--- config.mk ---
export PLATFORM = sky130hd
export DESIGN_NAME = seven_segment_mux
export DESIGN_NICKNAME = d
export VERILOG_FILES = /design/src/rtl/seven_segment_mux.sv
export SDC_FILE = /design/constraint.sdc
export NUM_CORES = 1
export LEC_CHECK = 0
export CAP_MARGIN = 10
export CORE_ASPECT_RATIO = 1.25
export CORE_MARGIN = 10
export CORE_UTILIZATION = 52
export DETAILED_ROUTE_END_ITERATION = 7
export PLACE_DENSITY = 0.84
export SLEW_MARGIN = 5
export SYNTH_ARGS = -nofsm -noshare
export SYNTH_HDL_FRONTEND = slang
export SYNTH_SLANG_ARGS = --single-unit
export TNS_END_PERCENT = 1
--- constraint.sdc ---
create_clock -name clk -period 2.21 [get_ports clk]
set_input_delay 0.442 -clock clk [delete_from_list [all_inputs] [get_ports clk]]
set_output_delay 0.442 -clock clk [all_outputs]
set_load 0.03 [all_outputs]
--- src/rtl/seven_segment_mux.sv ---
// Multiplexed N-digit seven-segment driver with hex/decimal display,
// sequential double-dabble conversion, PWM dimming and selectable polarity.
module seven_segment_mux #(
    parameter int NUM_DIGITS   = 4,
    parameter int HEX          = 0,
    parameter int CLK_FREQ_MHZ = 125,
    parameter int DIGIT_US     = 1000,
    parameter int BRIGHT_BITS  = 4,
    parameter int ACTIVE_LOW   = 1,
    localparam int DATA_BITS   = (HEX == 1) ? 4 * NUM_DIGITS
                                            : $clog2(10 ** NUM_DIGITS)
) (
    input  logic                   clk,
    input  logic                   rst,
    input  logic [DATA_BITS-1:0]   data_in,
    input  logic                   data_valid,
    output logic                   busy,
    input  logic [NUM_DIGITS-1:0]  dp_in,
    input  logic                   blank_lz,
    input  logic [BRIGHT_BITS-1:0] brightness,
    output logic [NUM_DIGITS-1:0]  enable,
    output logic [7:0]             led_out
);

    localparam int DIGIT_CYCLES = CLK_FREQ_MHZ * DIGIT_US;
    localparam int SW  = (DIGIT_CYCLES > 1) ? $clog2(DIGIT_CYCLES) : 1;
    localparam int IW  = (NUM_DIGITS > 1) ? $clog2(NUM_DIGITS) : 1;
    localparam int DW  = 4 * NUM_DIGITS;
    localparam bit INV = (ACTIVE_LOW == 1);

    logic [SW-1:0]          r_slot;
    logic [IW-1:0]          r_idx;
    logic [BRIGHT_BITS-1:0] r_pwm;
    logic [DW-1:0]          r_dig;
    logic [NUM_DIGITS-1:0]  r_dp;
    logic                   r_ovf;
    logic                   r_busy;
    logic [NUM_DIGITS-1:0]  r_en;
    logic [7:0]             r_led;

    logic [3:0]             w_nib;
    logic                   w_dpb;
    logic                   w_zero;
    logic                   w_blank;
    logic [6:0]             w_seg;
    logic                   w_lit;
    logic [7:0]             w_led;
    logic [NUM_DIGITS-1:0]  w_en;

    assign busy    = r_busy;
    assign enable  = r_en;
    assign led_out = r_led;

    always_ff @(posedge clk) begin
        if (rst) begin
            r_slot <= '0;
            r_idx  <= '0;
            r_pwm  <= '0;
        end else if (r_slot == SW'(DIGIT_CYCLES - 1)) begin
            r_slot <= '0;
            r_pwm  <= '0;
            r_idx  <= (r_idx == IW'(NUM_DIGITS - 1)) ? '0 : r_idx + 1'b1;
        end else begin
            r_slot <= r_slot + 1'b1;
            r_pwm  <= r_pwm + 1'b1;
        end
    end

    if (HEX == 1) begin : g_hex
        always_ff @(posedge clk) begin
            r_busy <= 1'b0;
            r_ovf  <= 1'b0;
            if (rst) begin
                r_dig <= '0;
                r_dp  <= '0;
            end else if (data_valid) begin
                r_dig <= data_in;
                r_dp  <= dp_in;
            end
        end
    end else begin : g_dec
        localparam int CW = $clog2(DATA_BITS + 1);
        localparam logic [DATA_BITS:0] LIMIT =
            (DATA_BITS + 1)'(10 ** NUM_DIGITS);

        logic [DATA_BITS-1:0]  r_shift;
        logic [DW-1:0]         r_bcd;
        logic [CW-1:0]         r_cnt;
        logic                  r_ovf_cap;
        logic [NUM_DIGITS-1:0] r_dp_cap;
        logic [DW-1:0]         w_adj;
        logic [DW-1:0]         w_bcd_nx;
        logic [DATA_BITS-1:0]  w_shift_nx;

        always_comb begin
            w_adj = '0;
            for (int i = 0; i < NUM_DIGITS; i++) begin
                w_adj[4*i +: 4] = (r_bcd[4*i +: 4] >= 4'd5)
                                ? r_bcd[4*i +: 4] + 4'd3
                                : r_bcd[4*i +: 4];
            end
        end

        assign w_bcd_nx   = DW'({w_adj, r_shift[DATA_BITS-1]});
        assign w_shift_nx = DATA_BITS'({r_shift, 1'b0});

        // digits only change on the final iteration, so the old
        // value stays on the display during the whole conversion
        always_ff @(posedge clk) begin
            if (rst) begin
                r_busy    <= 1'b0;
                r_dig     <= '0;
                r_dp      <= '0;
                r_ovf     <= 1'b0;
                r_shift   <= '0;
                r_bcd     <= '0;
                r_cnt     <= '0;
                r_ovf_cap <= 1'b0;
                r_dp_cap  <= '0;
            end else if (!r_busy) begin
                if (data_valid) begin
                    r_shift   <= data_in;
                    r_bcd     <= '0;
                    r_cnt     <= CW'(DATA_BITS);
                    r_busy    <= 1'b1;
                    r_dp_cap  <= dp_in;
                    r_ovf_cap <= {1'b0, data_in} >= LIMIT;
                end
            end else begin
                r_shift <= w_shift_nx;
                r_bcd   <= w_bcd_nx;
                r_cnt   <= r_cnt - 1'b1;
                if (r_cnt == CW'(1)) begin
                    r_busy <= 1'b0;
                    r_dig  <= w_bcd_nx;
                    r_dp   <= r_dp_cap;
                    r_ovf  <= r_ovf_cap;
                end
            end
        end
    end

    always_comb begin
        w_nib   = '0;
        w_dpb   = 1'b0;
        w_blank = 1'b0;
        w_zero  = 1'b1;
        for (int i = NUM_DIGITS - 1; i >= 0; i--) begin
            w_zero = w_zero & (r_dig[4*i +: 4] == 4'd0);
            if (r_idx == IW'(i)) begin
                w_nib   = r_dig[4*i +: 4];
                w_dpb   = r_dp[i];
                w_blank = blank_lz && w_zero && (i != 0);
            end
        end
    end

    always_comb begin
        case (w_nib)
            4'h0: w_seg = 7'b1111110;
            4'h1: w_seg = 7'b0110000;
            4'h2: w_seg = 7'b1101101;
            4'h3: w_seg = 7'b1111001;
            4'h4: w_seg = 7'b0110011;
            4'h5: w_seg = 7'b1011011;
            4'h6: w_seg = 7'b1011111;
            4'h7: w_seg = 7'b1110000;
            4'h8: w_seg = 7'b1111111;
            4'h9: w_seg = 7'b1111011;
            4'hA: w_seg = 7'b1110111;
            4'hB: w_seg = 7'b0011111;
            4'hC: w_seg = 7'b1001110;
            4'hD: w_seg = 7'b0111101;
            4'hE: w_seg = 7'b1001111;
            default: w_seg = 7'b1000111;
        endcase
        if (HEX != 1 && w_nib > 4'd9) w_seg = '0;
    end

    always_comb begin
        w_lit = (brightness == '1) || (r_pwm < brightness);
        if (r_ovf) w_led = 8'b0000_0010;
        else if (w_blank) w_led = {7'b0, w_dpb};
        else w_led = {w_seg, w_dpb};
        w_en = NUM_DIGITS'(1) << r_idx;
        if (!w_lit) begin
            w_en  = '0;
            w_led = '0;
        end
    end

    // both outputs share one register stage so digits never ghost
    always_ff @(posedge clk) begin
        if (rst) begin
            r_en  <= {NUM_DIGITS{INV}};
            r_led <= {8{INV}};
        end else begin
            r_en  <= w_en ^ {NUM_DIGITS{INV}};
            r_led <= w_led ^ {8{INV}};
        end
    end

endmodule
Yosys cells after proc, flatten, opt, wreduce, memory -nomap -nowiden:

Memory sizes are Yosys's and may differ from the RTL's.
Cells that the tools add are included.

* register bits after elaboration: 96
* latch bits: 0
* RAM bits: 0
* memory bits (read-only): 112
* output and inout port bits: 13
* memories kept: 1

* add/subtract/negate cells: 8
* $mul: 0
* div/mod/pow operators: 0
* $lt $le $gt $ge: 7
* eq/ne operators: 6
* shifts and indexed selects: 1
* multiplexer cells: 31
* bitwise gates (word level): 5
* reduce and logical (&&, ||, !) cells: 13

Memory list
* (name not given): depth 16, width 7, rd ports 1, clocked after memory_dff 0, wr ports 0, line 159 `case (w_nib)`

Operators with widths (number)
* 4-bit 2-to-1 mux: 10
* 16-bit 2-to-1 mux: 2
* 14-bit 2-to-1 mux: 2
* 8-bit 2-to-1 mux: 3
* 17-bit by 1-bit adder with 17-bit output (second input constant): 1
* 17-bit equality test (second input constant): 1
* 4-bit by 3-bit greater-or-equal comparator with 1-bit output (second input constant): 4
* 14-bit greater-or-equal comparator (second input constant): 1
* 4-bit by 2-bit adder with 4-bit output (second input constant): 3
* 4-bit zero test: 3
* 1-bit 2-to-1 mux: 11
* 8-bit inverter: 1
* 7-bit 2-to-1 mux: 1
* 4-bit by 1-bit adder with 4-bit output (second input constant): 1
* 2-bit equality test (second input constant): 2
* 4-bit by 1-bit equality test with 1-bit output (second input constant): 1
* 4-bit equality test (second input constant): 1
* 4-bit > comparator (second input constant): 1
* 4-bit < comparator: 1
* 4-bit inverter: 1
* 2-bit AND reduction: 2
* 2-bit OR reduction: 2
* 1-bit by 2-bit left shift with 4-bit output (first input constant): 1
* 4-bit by 1-bit subtractor with 4-bit output (second input constant): 1
* other kinds (11): 14

Depth between registers and ports, before layout:

Gate-level depths: netlist of run 1.

* depth after elaboration: 11
* depth in mapped cells: 11
* mapped depth without buffers: 10

Worst setup path before layout of run 1:

No wires, ideal clock.

* path type: reg2reg
* from: reg r_idx[0]
* to: reg r_led[2] (netlist: led_out[2])
* data arrival time: 2.249 ns
* slack: -0.188 ns
* cell stages (with the launch flop): 10
* path buffers: 1
* period minus slack after synthesis: 2.398 ns
* cell sequence: dfxtp_1 inv_1 ha_1 buf_2 o21a_1 a31oi_2 ha_1 o21ai_2 a2111oi_4 o221ai_1

* cells in the longest elaborated chain, start to end: 11
* elaborated cells on any way between the ends: 19
* those cells by class: 1 x order compare; 3 x eq/ne; 12 x mux; 1 x bitwise; 1 x reduce/logical; 1 x memory

RTL lines
* start, declared: line 32 `logic [IW-1:0] r_idx;`
* start signal, assigned: line 62 `r_idx <= (r_idx == IW'(NUM_DIGITS - 1)) ? '0 : r_idx + 1'b1;`
* 2-bit equality test: line 150 `if (r_idx == IW'(i)) begin`
* 4-bit 2-to-1 mux (4 in a row): line 150
* memory 16 x 7 bit / 4-bit > comparator (equally long branches)
* 7-bit 2-to-1 mux: line 177 `if (HEX != 1 && w_nib > 4'd9) w_seg = '0;`
* 8-bit 2-to-1 mux *: line 183 `else if (w_blank) w_led = {7'b0, w_dpb};`
* 8-bit 2-to-1 mux *: line 182 `if (r_ovf) w_led = 8'b0000_0010;`
* 8-bit 2-to-1 mux *: line 186 `if (!w_lit) begin`
* 8-bit inverter (no line) *
* end signal, assigned: line 196 `r_led <= {8{INV}};`
* end signal, assigned: line 199 `r_led <= w_led ^ {8{INV}};`
* end, declared: line 39 `logic [7:0] r_led;`

Mark *: on every way between the ends. The rest lies on a longest branch, timed or not.
A chain may end at the register's enable or synchronous reset.

Worst setup path in the final report of run 1:

Ends and elaborated chain as after synthesis.

==> flow_results.xml, run 1 <==
<?xml version="1.0" encoding="UTF-8"?>
<metrics>
  <group name="status">
    <metric name="outcome" unit="">complete, no violations</metric>
  </group>
  <group name="synthesis">
    <metric name="synth_top_area_frac" unit="">0.414</metric>
    <metric name="yosys_register_bits" unit="">96</metric>
    <metric name="post_synthesis_instance_total" unit="">551</metric>
    <metric name="total_standard_cell_area_after_synthesis" unit="sq um">4640</metric>
    <metric name="syn_avg_cell_area" unit="sq um">8.43</metric>
    <metric name="synthDominantAreaCellType" unit="">sky130_fd_sc_hd__dfxtp_1</metric>
    <metric name="synth.area.top_cells" unit="">sky130_fd_sc_hd__dfxtp_1, sky130_fd_sc_hd__nor2_1, sky130_fd_sc_hd__ha_1</metric>
    <metric name="synth_sequential_area_ratio" unit="">0.414</metric>
    <metric name="synth_cell_type_count" unit="">53</metric>
    <metric name="synth_enable_flop_cells" unit="">0</metric>
    <metric name="async_reset_ff_frac" unit="">0</metric>
    <metric name="postSynthNetCount" unit="">602</metric>
    <metric name="yosys_warnings" unit="">0</metric>
    <metric name="synth-main-ff-cell" unit="">sky130_fd_sc_hd__dfxtp_1</metric>
  </group>
  <group name="timing">
    <metric name="max_freq" unit="GHz">0.458</metric>
    <metric name="slew_violations" unit="">0</metric>
    <metric name="grt_setup_unrepaired" unit="">yes</metric>
    <metric name="maxSlewHeadroom" unit="">0.569</metric>
    <metric name="report.final.hold_viol_count" unit="">0</metric>
    <metric name="finalCritPeriodShare" unit="">0.987</metric>
    <metric name="final.setup_skew" unit="ps">4.08</metric>
    <metric name="setup_viol_count_final" unit="">0</metric>
    <metric name="holdWs" unit="ps">458</metric>
    <metric name="final_period_minus_worst_setup_slack" unit="ps">2180</metric>
    <metric name="worst_pin_slew" unit="ps">647</metric>
  </group>
  <group name="critical_path">
    <metric name="cp_cell_sequence" unit="">ha_2, nor2b_1, o21a_4, a31oi_4, ha_4, o21ai_2, a2111oi_4, o221ai_1</metric>
    <metric name="r2r-start" unit="">r_idx[0]</metric>
    <metric name="timing.critical_path.to" unit="">led_out[2]</metric>
    <metric name="critPathRequiredTime" unit="ps">2430</metric>
    <metric name="worstPathBufferInverterCount" unit="">0</metric>
    <metric name="critical_path.top_delay_family" unit="">compound AO/OA/AOI/OAI gates</metric>
    <metric name="r2r_end" unit="">led_out[2]</metric>
    <metric name="worst_r2r_path_depth" unit="">8</metric>
    <metric name="setup_crit_end_kind" unit="">register</metric>
    <metric name="worstSetupStartpointType" unit="">register</metric>
    <metric name="worstPathArrival" unit="ps">2410</metric>
    <metric name="reg2reg_slack" unit="ps">30</metric>
    <metric name="critical_path_cell_count" unit="">8</metric>
    <metric name="timing.critical_path.fanout_max" unit="">6</metric>
    <metric name="slowest_stage" unit="">sky130_fd_sc_hd__a2111oi_4</metric>
    <metric name="cp_slowest_stage_delay" unit="ps">430</metric>
    <metric name="crit_start" unit="">r_idx[0]</metric>
    <metric name="worst-setup-path-type" unit="">reg -&gt; reg</metric>
  </group>
  <group name="cells_and_area">
    <metric name="layout-drive-gt1-share" unit="">0.133</metric>
    <metric name="total_nets_final" unit="">653</metric>
    <metric name="postLayoutCoreUtil" unit="">0.646</metric>
    <metric name="layout.filler_cells" unit="">733</metric>
    <metric name="layout-area-overhead-vs-synth" unit="%">21.1</metric>
    <metric name="antenna_cells_inserted" unit="">0</metric>
  </group>
  <group name="floorplan">
    <metric name="die_area" unit="sq um">13100</metric>
    <metric name="start_util" unit="">0.534</metric>
    <metric name="boundaryPins" unit="">39</metric>
    <metric name="die_height" unit="microns">126</metric>
    <metric name="placement_rows" unit="">38</metric>
    <metric name="die_w" unit="microns">105</metric>
    <metric name="core_area" unit="sq um">8700</metric>
  </group>
  <group name="global_route">
    <metric name="met2_capacity_usage_during_global_routing" unit="">0.270</metric>
    <metric name="grt_overall_usage" unit="">0.153</metric>
    <metric name="gr-usage-met1" unit="">0.173</metric>
    <metric name="first_global_vias" unit="">3895</metric>
    <metric name="top_usage_layer" unit="">met2</metric>
    <metric name="grt.overflow.total" unit="">0</metric>
    <metric name="pin_count_of_the_biggest_net_entering_global_routing" unit="">66</metric>
    <metric name="wire_length_of_the_first_global_routing_pass" unit="microns">17400</metric>
    <metric name="groute.layer.met3.usage" unit="">0.0367</metric>
    <metric name="grt_antenna_before_repair" unit="">0</metric>
  </group>
  <group name="clock_network">
    <metric name="clock-sinks" unit="">96</metric>
    <metric name="tritoncts" unit="">built</metric>
    <metric name="cts_htree_levels" unit="">3</metric>
    <metric name="cts_buffers" unit="">9</metric>
    <metric name="insertion_delay" unit="ps">370</metric>
    <metric name="cts.reportedPaths.clkPinSlew" unit="ps">90</metric>
    <metric name="cts_root_buf" unit="">sky130_fd_sc_hd__clkbuf_8</metric>
    <metric name="cts-root-to-sink-buffers" unit="">2</metric>
    <metric name="cts_hold_buf" unit="">0</metric>
  </group>
  <group name="placed_design">
    <metric name="placed_wire_length_estimate_after_detailed_placement" unit="microns">7060</metric>
    <metric name="io_buffer_count" unit="">38</metric>
    <metric name="gp_congestion" unit="">0.828</metric>
  </group>
  <group name="power_and_ir_drop">
    <metric name="power_density" unit="nW/um^2">606</metric>
    <metric name="pleak" unit="uW">0.00215</metric>
    <metric name="fraction_of_power_spent_switching_nets" unit="">0.250</metric>
    <metric name="combinational_share_of_power" unit="">0.111</metric>
    <metric name="ir_worst_vdd" unit="uV">370</metric>
    <metric name="sequential_group_share_of_total_power" unit="">0.537</metric>
    <metric name="switchingPower" unit="uW">852</metric>
    <metric name="p_clk_frac" unit="">0.352</metric>
    <metric name="internal_power" unit="uW">2550</metric>
  </group>
  <group name="min_path">
    <metric name="worstHoldPathType" unit="">reg -&gt; reg</metric>
    <metric name="whs_path_depth" unit="">1</metric>
  </group>
  <group name="detailed_routing">
    <metric name="drc" unit="">0</metric>
    <metric name="wirelength" unit="microns">9900</metric>
    <metric name="route.antenna.remaining_nets" unit="">0</metric>
    <metric name="avgRoutedWirePerCell" unit="microns">13.6</metric>
    <metric name="route.vias.total" unit="">3914</metric>
    <metric name="drt_first_iter_violations" unit="">161</metric>
    <metric name="drt_pre_antenna_iters" unit="">4</metric>
    <metric name="via_per_inst" unit="">5.38</metric>
  </group>
  <group name="job">
    <metric name="drv_cap" unit="">0</metric>
  </group>
</metrics>
## worst min path at each step
stage | startpoint | endpoint
floorplan | r_slot[0] | r_slot[0]
global placement | r_slot[0] | r_slot[0]
detailed placement | r_pwm[0] | r_pwm[0]
CTS | r_slot[0] | r_slot[0]
global route | r_slot[0] | r_slot[0]
finish | r_slot[0] | r_slot[0]
## routing by layer
metal,vias to the layer above,wire length [microns]
met4,0,193
met3,18,364
met5,-,0
li1,1995,-
met2,70,5060
met1,1831,4280
## area by class of cell
cell class | instances | area [sq um] | share of cell area
repair buffers | 68 | 614 | 0.109
inverters | 23 | 88.8 | 0.0158
clock inverters | 4 | 51.3 | 0.00913
multi-input cells | 404 | 2630 | 0.469
well taps | 120 | 150 | 0.0267
clock buffers | 12 | 155 | 0.0276
flip-flops and latches | 96 | 1930 | 0.343
## kinds of logic after synthesis
family          after synthesis  share of synthesized area
flops                        96                      0.414
simple gates                227                      0.228
buf+inv                      51                     0.0439
fa+ha+maj                    25                     0.0674
mux                          26                     0.0563
xor+xnor                     21                     0.0396
compound gates              105                      0.151
## power by group through the flow
stage	sequential [uW]	combinational (uW)	clock, uW
final	1830	378	1200
after floorplan	1900	197	0
after global placement	1870	361	0
after global routing	1840	420	1290
after CTS	1830	382	1220
after detailed placement	1870	375	0
## synth_stat cells, drive strengths merged (2+ instances only)
| master | instances |
|---|---|
| nor2 | 85 |
| nand4 | 3 |
| and3 | 8 |
| buf | 6 |
| a311oi | 6 |
| or3 | 2 |
| nor3b | 13 |
| nand2 | 59 |
| clkbuf | 22 |
| nand2b | 9 |
| a31oi | 2 |
| nor4 | 4 |
| mux2i | 25 |
| inv | 23 |
| a21oi | 56 |
| nor2b | 5 |
| xnor2 | 12 |
| nand3b | 5 |
| xor2 | 9 |
| nor3 | 16 |
| o221ai | 4 |
| o21a | 3 |
| ha | 25 |
| nand3 | 13 |
| o21ba | 3 |
| o21ai | 14 |
| a211oi | 7 |
| dfxtp | 96 |
## state kept, by name, summed over array words and instances (netlist names), 8 cells and up
signal         cells
led_out            8
g_dec.r_bcd       16
r_dig             16
r_slot            17
g_dec.r_shift     14
## cell usage in the layout, fill, tap and decap left out, drive strengths merged, types with 4 or more instances in the layout
cell,n
dfxtp,96
nor2,85
nand2,59
a21oi,56
clkdlybuf4s50,33
buf,32
mux2i,25
ha,25
inv,24
nor3,16
o21ai,14
nand3,13
nor3b,13
xnor2,12
clkbuf,12
nand2b,9
xor2,9
and3,8
a211oi,7
a311oi,6
nand3b,5
nor2b,5
nor4,4
o221ai,4
## stage by stage
| step | worst slack [ps] | instances | TNS [ps] | area, sq um | total power (uW) |
|---|---|---|---|---|---|
| floorplan | 1.59 | 551 | 0 | 4690 | 2100 |
| global placement | -427 | 711 | -2400 | 5330 | 2230 |
| detailed placement | -506 | 711 | -3020 | 5330 | 2250 |
| CTS | 0.623 | 727 | 0 | 5600 | 3430 |
| global route | -84.6 | 727 | -223 | 5620 | 3550 |
| finish | 28.1 | 727 | 0 | 5620 | 3400 |
## timing repair
item | CTS | global route
setup buffers | 0 | 0
gates cloned | 0 | 0
pin swaps | 3 | 1
gates resized for setup | 13 | 10
setup endpoints to repair | 6 | 6
No activity file was read; power rests on OpenSTA's default activity.
==> inputs of run 2 (changes only) <==
PLACE_DENSITY = 0.76   (was 0.84)
REMOVE_ABC_BUFFERS = 1   (was not set)
clock period = 2 ns   (was 2.21 ns; I/O delays follow)
==> flow_results.xml, run 2 (synthesized netlist as in run 1, its figures left out) <==
<?xml version="1.0" encoding="UTF-8"?>
<metrics>
  <group name="floorplan">
    <metric name="die_height" unit="microns">126</metric>
    <metric name="die_area" unit="sq um">13100</metric>
    <metric name="placement_rows" unit="">38</metric>
    <metric name="start_util" unit="">0.534</metric>
    <metric name="core_area" unit="sq um">8700</metric>
    <metric name="die_w" unit="microns">105</metric>
    <metric name="boundaryPins" unit="">39</metric>
  </group>
  <group name="clock_network">
    <metric name="cts.reportedPaths.clkPinSlew" unit="ps">100</metric>
    <metric name="clock-sinks" unit="">96</metric>
    <metric name="cts_buffers" unit="">9</metric>
    <metric name="cts_htree_levels" unit="">3</metric>
    <metric name="insertion_delay" unit="ps">380</metric>
    <metric name="cts_hold_buf" unit="">0</metric>
    <metric name="cts_root_buf" unit="">sky130_fd_sc_hd__clkbuf_8</metric>
    <metric name="cts-root-to-sink-buffers" unit="">2</metric>
    <metric name="tritoncts" unit="">built</metric>
  </group>
  <group name="cells_and_area">
    <metric name="reg.largest.list" unit="">r_slot (17), g_dec.r_bcd (16), r_dig (16)</metric>
    <metric name="layout-area-overhead-vs-synth" unit="%">22.0</metric>
    <metric name="fin_area" unit="sq um">5670</metric>
    <metric name="largest_register_ffs" unit="">17</metric>
    <metric name="total_nets_final" unit="">661</metric>
    <metric name="registers.top_by_ff_count" unit="">r_slot</metric>
    <metric name="antenna_cells_inserted" unit="">0</metric>
    <metric name="layout-drive-gt1-share" unit="">0.140</metric>
    <metric name="final_cell_mix" unit="">sky130_fd_sc_hd__dfxtp_1, sky130_fd_sc_hd__nor2_1, sky130_fd_sc_hd__nand2_1, sky130_fd_sc_hd__a21oi_1, sky130_fd_sc_hd__buf_4</metric>
    <metric name="most_common_library_cell_in_the_layout_ignoring_fill_and_taps" unit="">sky130_fd_sc_hd__dfxtp_1</metric>
  </group>
  <group name="placed_design">
    <metric name="gp_congestion" unit="">0.825</metric>
    <metric name="io_buffer_count" unit="">38</metric>
    <metric name="placed_wire_length_estimate_after_detailed_placement" unit="microns">7270</metric>
    <metric name="post_dp_cell_area" unit="sq um">5350</metric>
  </group>
  <group name="critical_path">
    <metric name="worst-setup-path-type" unit="">reg -&gt; reg</metric>
    <metric name="timing.critical_path.fanout_max" unit="">6</metric>
    <metric name="setup_crit_end_kind" unit="">register</metric>
    <metric name="critPathRequiredTime" unit="ps">2250</metric>
    <metric name="worstPathArrival" unit="ps">2330</metric>
    <metric name="worstSetupStartpointType" unit="">register</metric>
  </group>
  <group name="detailed_routing">
    <metric name="wirelength" unit="microns">9830</metric>
    <metric name="drt_first_iter_violations" unit="">212</metric>
    <metric name="route.vias.total" unit="">3870</metric>
    <metric name="drt_pre_antenna_iters" unit="">4</metric>
    <metric name="drc" unit="">0</metric>
    <metric name="via_per_inst" unit="">5.27</metric>
    <metric name="route.antenna.remaining_nets" unit="">0</metric>
    <metric name="avgRoutedWirePerCell" unit="microns">13.4</metric>
  </group>
  <group name="global_route">
    <metric name="grt_overall_usage" unit="">0.152</metric>
    <metric name="first_global_vias" unit="">3875</metric>
    <metric name="grt.overflow.total" unit="">0</metric>
    <metric name="pin_count_of_the_biggest_net_entering_global_routing" unit="">68</metric>
    <metric name="grt_antenna_before_repair" unit="">0</metric>
    <metric name="wire_length_of_the_first_global_routing_pass" unit="microns">16900</metric>
  </group>
  <group name="timing">
    <metric name="final_period_minus_worst_setup_slack" unit="ps">2080</metric>
    <metric name="report.final.hold_viol_count" unit="">0</metric>
    <metric name="slew_violations" unit="">0</metric>
    <metric name="final.setup_skew" unit="ps">9.16</metric>
    <metric name="setup_viol_count_final" unit="">6</metric>
    <metric name="holdWs" unit="ps">460</metric>
    <metric name="maxSlewHeadroom" unit="">0.661</metric>
    <metric name="finalCritPeriodShare" unit="">1.04</metric>
    <metric name="fin_ws" unit="ps">-80.6</metric>
    <metric name="worst_pin_slew" unit="ps">504</metric>
    <metric name="grt_setup_unrepaired" unit="">yes</metric>
    <metric name="max_freq" unit="GHz">0.481</metric>
  </group>
  <group name="power_and_ir_drop">
    <metric name="finalPower" unit="uW">3760</metric>
    <metric name="ir_worst_vdd" unit="uV">512</metric>
    <metric name="pleak" unit="uW">0.00217</metric>
    <metric name="power_density" unit="nW/um^2">663</metric>
  </group>
  <group name="job">
    <metric name="drv_cap" unit="">0</metric>
  </group>
  <group name="status">
    <metric name="outcome" unit="">finished with violations</metric>
    <metric name="violated_checks" unit="">setup timing</metric>
  </group>
  <group name="min_path">
    <metric name="worstHoldPathType" unit="">reg -&gt; reg</metric>
  </group>
</metrics>
run 2: cell count changes in the layout (fill, tap and decap cells not counted), moves of 2 or more:
cell / before / now
sky130_fd_sc_hd__clkbuf_8: 11 / 9
sky130_fd_sc_hd__dlymetal6s2s_1: 2 / 0
sky130_fd_sc_hd__dlygate4sd2_1: 1 / 4
sky130_fd_sc_hd__inv_6: 1 / 4
sky130_fd_sc_hd__buf_4: 30 / 36
run 2: final cells by class:
| class | instances | area (sq um) |
|---|---|---|
| timing repair buffer | 76 | 681 |
| fill | 745 | 3030 |
| tap | 120 | 150 |
| sequential | 96 | 1930 |
| multi-input combinational | 404 | 2620 |
| clock buffer | 10 | 128 |
| inverter | 23 | 86.3 |
| clock inverter | 6 | 73.8 |
run 2: worst paths after layout:
kind	startpoint	end	slack, ps	cells after the start
max	r_idx[1]	led_out[6]	-80	10
min	r_slot[0]	r_slot[0]	460	1
max reg2reg	r_idx[1]	led_out[6]	-80	10
min reg2reg	r_slot[0]	r_slot[0]	460	1
run 2: worst max-delay path, cell delays in order (launching register included):
cell and delay, ps:
sky130_fd_sc_hd__dfxtp_2 350, sky130_fd_sc_hd__inv_2 60, sky130_fd_sc_hd__ha_4 170, sky130_fd_sc_hd__nor2b_2 150, sky130_fd_sc_hd__o21a_1 210, sky130_fd_sc_hd__a31oi_4 190, sky130_fd_sc_hd__ha_4 170, sky130_fd_sc_hd__o21ai_2 70
sky130_fd_sc_hd__a2111oi_4 290, sky130_fd_sc_hd__buf_4 190, sky130_fd_sc_hd__o221ai_1 100
run 2: layer usage:
layer	GRT usage	wire length (microns)	vias up
li1	-	-	2001
met1	0.156	4270	1811
met5	0	0	-
met2	0.287	5100	46
met3	0.0408	310	12
met4	0.0541	153	0
run 2: what timing repair did:
item | CTS | global route
resized for setup | 24 | 5
setup buffers | 2 | 0
pin swaps | 6 | 1
setup endpoints to repair | 8 | 7
run 2: power by group:
part	total [uW]	internal (uW)	switching, uW	leakage [uW]
clock network	1300	599	704	0.000102
logic	436	206	230	0.00128
registers	2020	1980	41.9	0.000783
total	3760	2780	976	0.00217
run 2: metrics by stage:
stage               setup WS, ps  TNS [ps]  cells   util
floorplan                   -720    -19920    523      -
global route                -206     -1090    735  0.651
CTS                        -91.7      -382    735  0.649
global placement            -606     -4420    717  0.615
detailed placement          -692     -5270    717  0.615
finish                     -80.6      -323    735  0.651
